<file path="config.mk">
export PLATFORM = sky130hd
export DESIGN_NAME = axil_reg_if_rd_buf
export DESIGN_NICKNAME = d
export VERILOG_FILES = /design/src/rtl/axil_reg_if_rd_buf.sv
export SDC_FILE = /design/constraint.sdc
export NUM_CORES = 1
export LEC_CHECK = 0
export ABC_AREA = 0
export CAP_MARGIN = 30
export CORE_UTILIZATION = 52
export CTS_CLUSTER_SIZE = 40
export DETAILED_ROUTE_END_ITERATION = 12
export PLACE_DENSITY = 0.8
export SETUP_SLACK_MARGIN = 0.3
export SLEW_MARGIN = 10
export SYNTH_ARGS = -nofsm -noshare
export SYNTH_HDL_FRONTEND = slang
export SYNTH_SLANG_ARGS = --single-unit
export TNS_END_PERCENT = 30
</file>
<file path="constraint.sdc">
create_clock -name clk -period 8.9 [get_ports clk]
set_clock_uncertainty 0.15 [all_clocks]
set_input_delay 1.78 -clock clk [delete_from_list [all_inputs] [get_ports clk]]
set_output_delay 1.78 -clock clk [all_outputs]
set_load 0.01 [all_outputs]
</file>
<file path="src/rtl/axil_reg_if_rd_buf.sv">
// AXI4-Lite read slave bridging to a simple register-read port, with a timeout
// on each register access and a small FIFO of completed read responses.
module axil_reg_if_rd_buf #(
  parameter int DATA_WIDTH  = 32,
  parameter int ADDR_WIDTH  = 32,
  parameter int TIMEOUT     = 4,
  parameter int TIMEOUT_ERR = 1,
  parameter int RESP_DEPTH  = 4
) (
  input  logic                  clk,
  input  logic                  rst,
  input  logic [ADDR_WIDTH-1:0] s_axil_araddr,
  input  logic [2:0]            s_axil_arprot,
  input  logic                  s_axil_arvalid,
  output logic                  s_axil_arready,
  output logic [DATA_WIDTH-1:0] s_axil_rdata,
  output logic [1:0]            s_axil_rresp,
  output logic                  s_axil_rvalid,
  input  logic                  s_axil_rready,
  output logic [ADDR_WIDTH-1:0] reg_rd_addr,
  output logic [2:0]            reg_rd_prot,
  output logic                  reg_rd_en,
  input  logic [DATA_WIDTH-1:0] reg_rd_data,
  input  logic                  reg_rd_wait,
  input  logic                  reg_rd_ack,
  output logic                  timeout_event
);

  // Handshakes: a transfer happens on a rising edge where valid && ready; valid
  // never depends on ready, and rdata/rresp hold steady while rvalid && !rready.

  localparam int PW = (RESP_DEPTH > 1) ? $clog2(RESP_DEPTH) : 1;
  localparam int CW = $clog2(RESP_DEPTH) + 1;
  localparam int TW = $clog2(TIMEOUT + 1);
  localparam int EW = DATA_WIDTH + 2;

  localparam logic [TW-1:0] TO_LOAD  = TW'(TIMEOUT - 1);
  localparam logic [CW-1:0] DEPTH_C  = CW'(RESP_DEPTH);
  localparam logic [PW-1:0] LAST_PTR = PW'(RESP_DEPTH - 1);

  localparam logic IDLE   = 1'b0;
  localparam logic ACCESS = 1'b1;

  logic                  state_q, state_d;
  logic [TW-1:0]         cnt_q, cnt_d;
  logic                  en_q, en_d;
  logic [ADDR_WIDTH-1:0] addr_q, addr_d;
  logic [2:0]            prot_q, prot_d;
  logic                  to_evt_q, to_evt_d;

  logic [EW-1:0]         mem_q [RESP_DEPTH];
  logic [PW-1:0]         wr_ptr_q, rd_ptr_q;
  logic [CW-1:0]         count_q;

  logic                  ar_hs, done, timed_out, push, pop;
  logic [1:0]            resp_in;

  function automatic logic [PW-1:0] next_ptr(input logic [PW-1:0] p);
    return (p == LAST_PTR) ? '0 : p + 1'b1;
  endfunction

  assign s_axil_arready = (state_q == IDLE) && (count_q < DEPTH_C);
  assign ar_hs          = s_axil_arvalid && s_axil_arready;

  // An ack on the last counted cycle wins over the timeout.
  assign done      = (state_q == ACCESS) && (reg_rd_ack || (cnt_q == '0));
  assign timed_out = done && !reg_rd_ack;
  assign resp_in   = (timed_out && (TIMEOUT_ERR != 0)) ? 2'b10 : 2'b00;
  assign push      = done;
  assign pop       = s_axil_rvalid && s_axil_rready;

  always_comb begin
    state_d  = state_q;
    cnt_d    = cnt_q;
    en_d     = en_q;
    addr_d   = addr_q;
    prot_d   = prot_q;
    to_evt_d = timed_out;
    case (state_q)
      IDLE: begin
        if (ar_hs) begin
          addr_d  = s_axil_araddr;
          prot_d  = s_axil_arprot;
          cnt_d   = TO_LOAD;
          en_d    = 1'b1;
          state_d = ACCESS;
        end
      end
      ACCESS: begin
        if (done) begin
          en_d    = 1'b0;
          state_d = IDLE;
        end else if (!reg_rd_wait && (cnt_q != '0)) begin
          cnt_d = cnt_q - 1'b1;
        end
      end
      default: state_d = IDLE;
    endcase
  end

  always_ff @(posedge clk or posedge rst) begin
    if (rst) begin
      state_q  <= IDLE;
      cnt_q    <= '0;
      en_q     <= 1'b0;
      addr_q   <= '0;
      prot_q   <= '0;
      to_evt_q <= 1'b0;
    end else begin
      state_q  <= state_d;
      cnt_q    <= cnt_d;
      en_q     <= en_d;
      addr_q   <= addr_d;
      prot_q   <= prot_d;
      to_evt_q <= to_evt_d;
    end
  end

  // Space is reserved at AR acceptance, so a push never meets a full buffer.
  always_ff @(posedge clk or posedge rst) begin
    if (rst) begin
      for (int i = 0; i < RESP_DEPTH; i++) mem_q[i] <= '0;
      wr_ptr_q <= '0;
      rd_ptr_q <= '0;
      count_q  <= '0;
    end else begin
      if (push) begin
        mem_q[wr_ptr_q] <= {reg_rd_data, resp_in};
        wr_ptr_q        <= next_ptr(wr_ptr_q);
      end
      if (pop) rd_ptr_q <= next_ptr(rd_ptr_q);
      case ({push, pop})
        2'b10:   count_q <= count_q + 1'b1;
        2'b01:   count_q <= count_q - 1'b1;
        default: count_q <= count_q;
      endcase
    end
  end

  assign s_axil_rvalid = (count_q != '0);
  assign s_axil_rdata  = mem_q[rd_ptr_q][EW-1:2];
  assign s_axil_rresp  = mem_q[rd_ptr_q][1:0];
  assign reg_rd_addr   = addr_q;
  assign reg_rd_prot   = prot_q;
  assign reg_rd_en     = en_q;
  assign timeout_event = to_evt_q;

endmodule

</file>
; Word level (Yosys, flattened, before mapping)
; Cells that the tools add are included.
; Widths: inputs -> output; s select.
[totals]
ff_bits = 184
[op_classes]
add_sub_neg = 5
n_lt_le_gt_ge = 4
eq_ne = 8
mux = 20
bitwise_logic = 3
n_reduce_logical = 17
[ops]
columns = operator, n
row1 = $bwmux 136, 1
row2 = $mux 34, 3
row3 = $bmux 34 s2, 1
row4 = $demux 34 s2, 1
row5 = $pmux 3 s2, 2
row6 = $mux 3, 3
row7 = $logic_and 1x1->1, 7
row8 = $eq 2x2->1 const B, 3
row9 = $ge 3x3->1 const B, 2
row10 = $mux 2, 3
row11 = $not 2->3, 2
row12 = $reduce_bool 3->1, 2
row13 = $sub 3x1->3 const B, 2
row14 = $add 2x1->2 const B, 2
row15 = $mux 1, 4
row16 = $ne 2x1->1 const B, 2
row17 = $ne 2x2->1 const B, 2
row18 = $pmux 1 s2, 2
row19 = $reduce_and 2->1, 2
row20 = $add 3x1->3 const B, 1
row21 = $logic_not 3->1, 1
row22 = $lt 3x1->1 const B, 1
row23 = $lt 3x3->1 const B, 1
row24 = $reduce_and 3->1, 1
row25 = other kinds (5), 6

; Depth between registers and ports, before layout
[logic_depth]
depth_word = 6
depth_mapped = 12
mapped_depth_nobuf = 11

; Worst setup path after synthesis
; Ideal clock, no wire load.
[synth_path]
path_type = in2reg
startpoint = in reg_rd_ack
endpoint = reg count_q[2]
t_arrival_ns = 3.346
path_slack_ns = 5.324
stages = 10
path_cell_list = buf_2 -> o21a_2 -> buf_6 -> inv_1 -> ha_1 -> inv_1 -> fa_1 -> xor2_1 -> nor2_1 -> xor2_1
[synth_between]
elab_chain_cells = 4
word_cells_on_any_way = 6
[synth_lines]
columns = item, line
row1 = "start, declared", 25  ; input logic reg_rd_ack,
row2 = $logic_or 1x1->1 *, 66  ; assign done = (state_q == ACCESS) && (reg_rd_ack || (cnt_q == '0));
row3 = $logic_and 1x1->1 *, 66
row4 = $eq 2x1->1 / $eq 2x2->1 (equally long branches), 132  ; case ({push, pop})
row5 = $pmux 3 s2 / $reduce_bool 2->1 (equally long branches), -
row6 = "end signal, assigned", 133  ; 2'b10: count_q <= count_q + 1'b1;
row7 = "end signal, assigned", 134  ; 2'b01: count_q <= count_q - 1'b1;
row8 = "end signal, assigned", 135  ; default: count_q <= count_q;
row9 = "end, declared", 53  ; logic [CW-1:0] count_q;
; Every way passes the cells marked *; elsewhere a longest branch is shown, timed or not.
; A chain may end at the register's enable or synchronous reset.

; Final worst setup path
[layout_path]
startpoint = reg rd_ptr_q[0]
endpoint = out s_axil_rdata[29]
[layout_between]
elab_chain_cells = 4
[layout_lines]
columns = item, line
row1 = "start, declared", 52  ; logic [PW-1:0] wr_ptr_q, rd_ptr_q;
row2 = "start signal, assigned", 131  ; if (pop) rd_ptr_q <= next_ptr(rd_ptr_q);
row3 = $not 2->3 (not written as such), 141  ; assign s_axil_rdata = mem_q[rd_ptr_q][EW-1:2];
row4 = $bmux 34 s2, 141
row5 = $mux 34 (2 in series), -
row6 = "end, declared", 16  ; output logic [DATA_WIDTH-1:0] s_axil_rdata,
; Every way passes these cells. The select of a mux whose other input is x is not followed.

==> flow_summary.yaml <==
die:
  initial_utilization_pct: 53.5
  core_um2: 14500
  ios: 146
  die_h_um: 124
  die_w_um: 124
  fp.dieArea_um2: 15400
  rows: 44
synth:
  synthCells: 470
  yosys_register_bits: 180
  yosysUniqueCellTypes: 30
  syn_avg_cell_area_um2: 16.5
  seq_area_frac_synth_pct: 58.0
  mappedNetlistArea_um2: 7770
  synth.net_count: 552
  yosys_warnings: 0
power_and_ir_drop:
  combinationalPowerShare_pct: 41.3
  totalPowerFinal_uw: 3760
  switching_share_pct: 30.4
  leakage_uw: 0.00426
  netSwitchingPower_uw: 1140
  clock_power_share_pct: 19.1
  power.density_cell_area_nw_per_um2: 383
  p_seq_share_pct: 39.6
  peakVddDrop_mv: 0.214
  p_int_uw: 2620
global_routing:
  grt_usage_pct: 21.8
  antenna_found_initial: 1
  grt_pass1_vias: 5040
  grt_overflow: 0
  grt_pass1_wl_um: 26200
  grt_max_degree: 85
finish:
  antenna_cells_inserted: 0
  finalCoreUtilization_pct: 67.7
  final_nets: 690
  layout-area-overhead-vs-synth_pct: 26.6
  fillerInstances: 1000
  layout-drive-gt1-share_pct: 30.8
critical_path:
  worstSetupStartpointType: "flip-flop"
  cpMaxStageDelayCell: "sky130_fd_sc_hd__dfrtp_2"
  critical-path-top-delay-family: "buffers and inverters"
  worst_setup_path_end_kind: "primary output"
  critPathBufInv: 2
  worst_r2r_startpoint: "cnt_q[0]"
  ff2ff_setup_slack_ps: 6330
  worst_ep_required_time_ps: 6970
  path_cells: "buf_4 > mux4_2 > clkdlybuf4s50_1"
  worstPathArrival_ps: 2700
  worstPathMaxFanout: 20
  crit_path_start: "rd_ptr_q[0]"
  crit_path_max_incr_delay_ps: 700
  kind_of_critical_path: "reg -> out"
flow_run:
  drv.max_cap_violation_count: 0
clock_network:
  post_cts_resized: 0
  clockBufferDepth: 2
  cts.root.buffer_cell: "sky130_fd_sc_hd__clkbuf_16"
  numCtsBuffers: 17
  cts_max_level: 4
  hold_buffers: 0
  post-cts-setup-buffer-count: 0
  clkLatencyLatePin_ps: 430
  worst_setup_hold_path_clk_slew_ps: 70
  tritoncts: "yes"
  tritoncts_num_sinks: 180
place:
  hpwl_um: 10400
  minimum_setup_slack_after_placement_ps: 4570
  portBuffers: 144
  gpl.final_weighted_congestion: 0.697
route:
  drcViolationCount: 0
  initialDrtViolationCount: 187
  avgRoutedWirePerCell_um: 19.6
  via_count: 4474
  drt-total-wl_um: 15800
  post_detailed_route_count_of_antenna_violating_nets: 0
  firstDrtPassIters: 6
  viasPerCell: 5.56
timing:
  fin_tns_setup_ps: 0
  max_freq_ghz: 0.216
  max_slew.worst_pin.slew_ps: 964
  worst_hold_slack_ps: 335
  finalMaxSlewViolations: 0
  final_count_of_hold_timing_violations: 0
  setup_slack_ps: 4270
  rsz0062_at_grt: "no"
  slew-limit-headroom_pct: 35.5
  layout_worst_path_cycle_share_pct: 52.0
  final_setup_viols: 0
  min_period_ps: 4630
hold_path:
  holdCritPathClass: "reg -> reg"
  timing.hold.worst.start: "mem_q[64]"
outcome:
  status: "complete, no violations"
==> stage by stage <==
step,instances,cell area [um^2]
finish,805,9840
global route,805,9840
detailed placement,773,9280
floorplan,470,7770
global placement,773,9280
CTS,805,9840
==> cell type report <==
type                       instances  area (um^2)  area share (%)
tap                              184          230            2.34
clock inverter                    13          124            1.26
timing repair buffer             148         1470            15.0
sequential                       180         4510            45.8
multi-input combinational        250         3020            30.7
inverter                          11         46.3           0.470
clock buffer                      19          443            4.50
==> state kept, by name (all words and copies together), names as in the netlist <==
name,count
rd_ptr_q,2
reg_rd_prot,3
count_q,3
reg_rd_en,1
reg_rd_addr,32
cnt_q,3
mem_q,132
state_q,1
timeout_event,1
wr_ptr_q,2
==> cell usage after synthesis (all sizes together) <==
cell    instances  area share, %
conb            1          0.048
nand2           8           0.58
nor4b           1           0.19
ha              8            1.3
buf            27            2.6
nor2b           1           0.11
and2            1          0.081
mux4           33            9.6
xnor2           1           0.11
clkbuf          2          0.097
o31ai           1          0.097
o21a            1           0.11
o21ai           3           0.19
fa              1           0.26
a21o            3           0.29
dfrtp         180             58
a31oi           6           0.48
or3             2           0.16
inv            11           0.53
a21oi           5           0.32
mux2          164             24
nor2            5           0.24
nor3            3           0.19
xor2            2           0.23
==> power by group through the flow <==
stage,Sequential [uW],Combinational [uW],Clock [uW]
final,1490,1550,718
after global routing,1550,1660,765
after CTS,1500,1580,736
after detailed placement,1510,1570,0
after global placement,1480,1520,0
after floorplan,1420,950,0
==> cells in the final DEF, fill, tap and decap left out <==
master | netlist | layout
sky130_fd_sc_hd__xnor2_1 | 1 | 1
sky130_fd_sc_hd__dfrtp_2 | 0 | 2
sky130_fd_sc_hd__bufinv_16 | 0 | 1
sky130_fd_sc_hd__buf_4 | 11 | 4
sky130_fd_sc_hd__nor4b_2 | 1 | 1
sky130_fd_sc_hd__nor2b_2 | 1 | 1
sky130_fd_sc_hd__fa_1 | 1 | 1
sky130_fd_sc_hd__clkinv_2 | 0 | 2
sky130_fd_sc_hd__nand2_1 | 6 | 4
sky130_fd_sc_hd__clkdlybuf4s50_1 | 0 | 144
sky130_fd_sc_hd__nor2_1 | 5 | 5
sky130_fd_sc_hd__and2_1 | 1 | 1
sky130_fd_sc_hd__xor2_1 | 2 | 2
sky130_fd_sc_hd__clkbuf_16 | 0 | 17
sky130_fd_sc_hd__o21a_2 | 1 | 1
sky130_fd_sc_hd__conb_1 | 1 | 1
sky130_fd_sc_hd__mux2_1 | 51 | 51
sky130_fd_sc_hd__inv_6 | 0 | 5
sky130_fd_sc_hd__dfrtp_1 | 180 | 178
sky130_fd_sc_hd__o21ai_0 | 3 | 3
sky130_fd_sc_hd__o31ai_1 | 1 | 1
sky130_fd_sc_hd__mux2_4 | 10 | 10
sky130_fd_sc_hd__a31oi_1 | 6 | 6
sky130_fd_sc_hd__nand2_2 | 0 | 2
sky130_fd_sc_hd__inv_1 | 11 | 10
sky130_fd_sc_hd__nor3_1 | 3 | 3
sky130_fd_sc_hd__nand2_4 | 2 | 2
sky130_fd_sc_hd__or3_1 | 2 | 2
sky130_fd_sc_hd__a21oi_1 | 5 | 5
sky130_fd_sc_hd__ha_1 | 8 | 8
sky130_fd_sc_hd__a21o_1 | 3 | 3
sky130_fd_sc_hd__clkbuf_1 | 2 | 1
sky130_fd_sc_hd__mux2_2 | 103 | 103
sky130_fd_sc_hd__clkinv_4 | 0 | 3
sky130_fd_sc_hd__clkbuf_8 | 0 | 1
sky130_fd_sc_hd__mux4_2 | 33 | 33
sky130_fd_sc_hd__clkinvlp_4 | 0 | 3
==> worst paths after layout <==
kind	end	cells past startpoint
worst min register to register	mem_q[64]	1
worst min-delay path	mem_q[64]	1
min in group asynchronous	reg_rd_addr[6]	2
worst max-delay path	s_axil_rdata[29]	3
worst max register to register	mem_q[97]	6
max in group asynchronous	mem_q[86]	4
==> layer usage <==
layer | vias up | part of all wire (%) | track usage (%)
li1 | 1987 | - | -
met1 | 2337 | 41 | 26.5
met2 | 132 | 50 | 36.0
met3 | 18 | 7.5 | 8.25
met4 | 0 | 1.2 | 7.02
met5 | - | 0 | 0
==> cell families (layout without fill, tap and decap cells) <==
group | after synthesis | in the layout | synth area share [%]
muxes | 197 | 197 | 33.8
DFF | 180 | 180 | 58.0
buffers and inverters | 40 | 191 | 3.25
and+or+nand+nor | 21 | 21 | 1.56
AOI/OAI and AO/OA | 19 | 19 | 1.50
adders and majority gates | 9 | 9 | 1.55
xor gates and xnor gates | 3 | 3 | 0.338
other | 1 | 1 | 0.0482
Note: power is estimated with default switching activity, not from simulation.
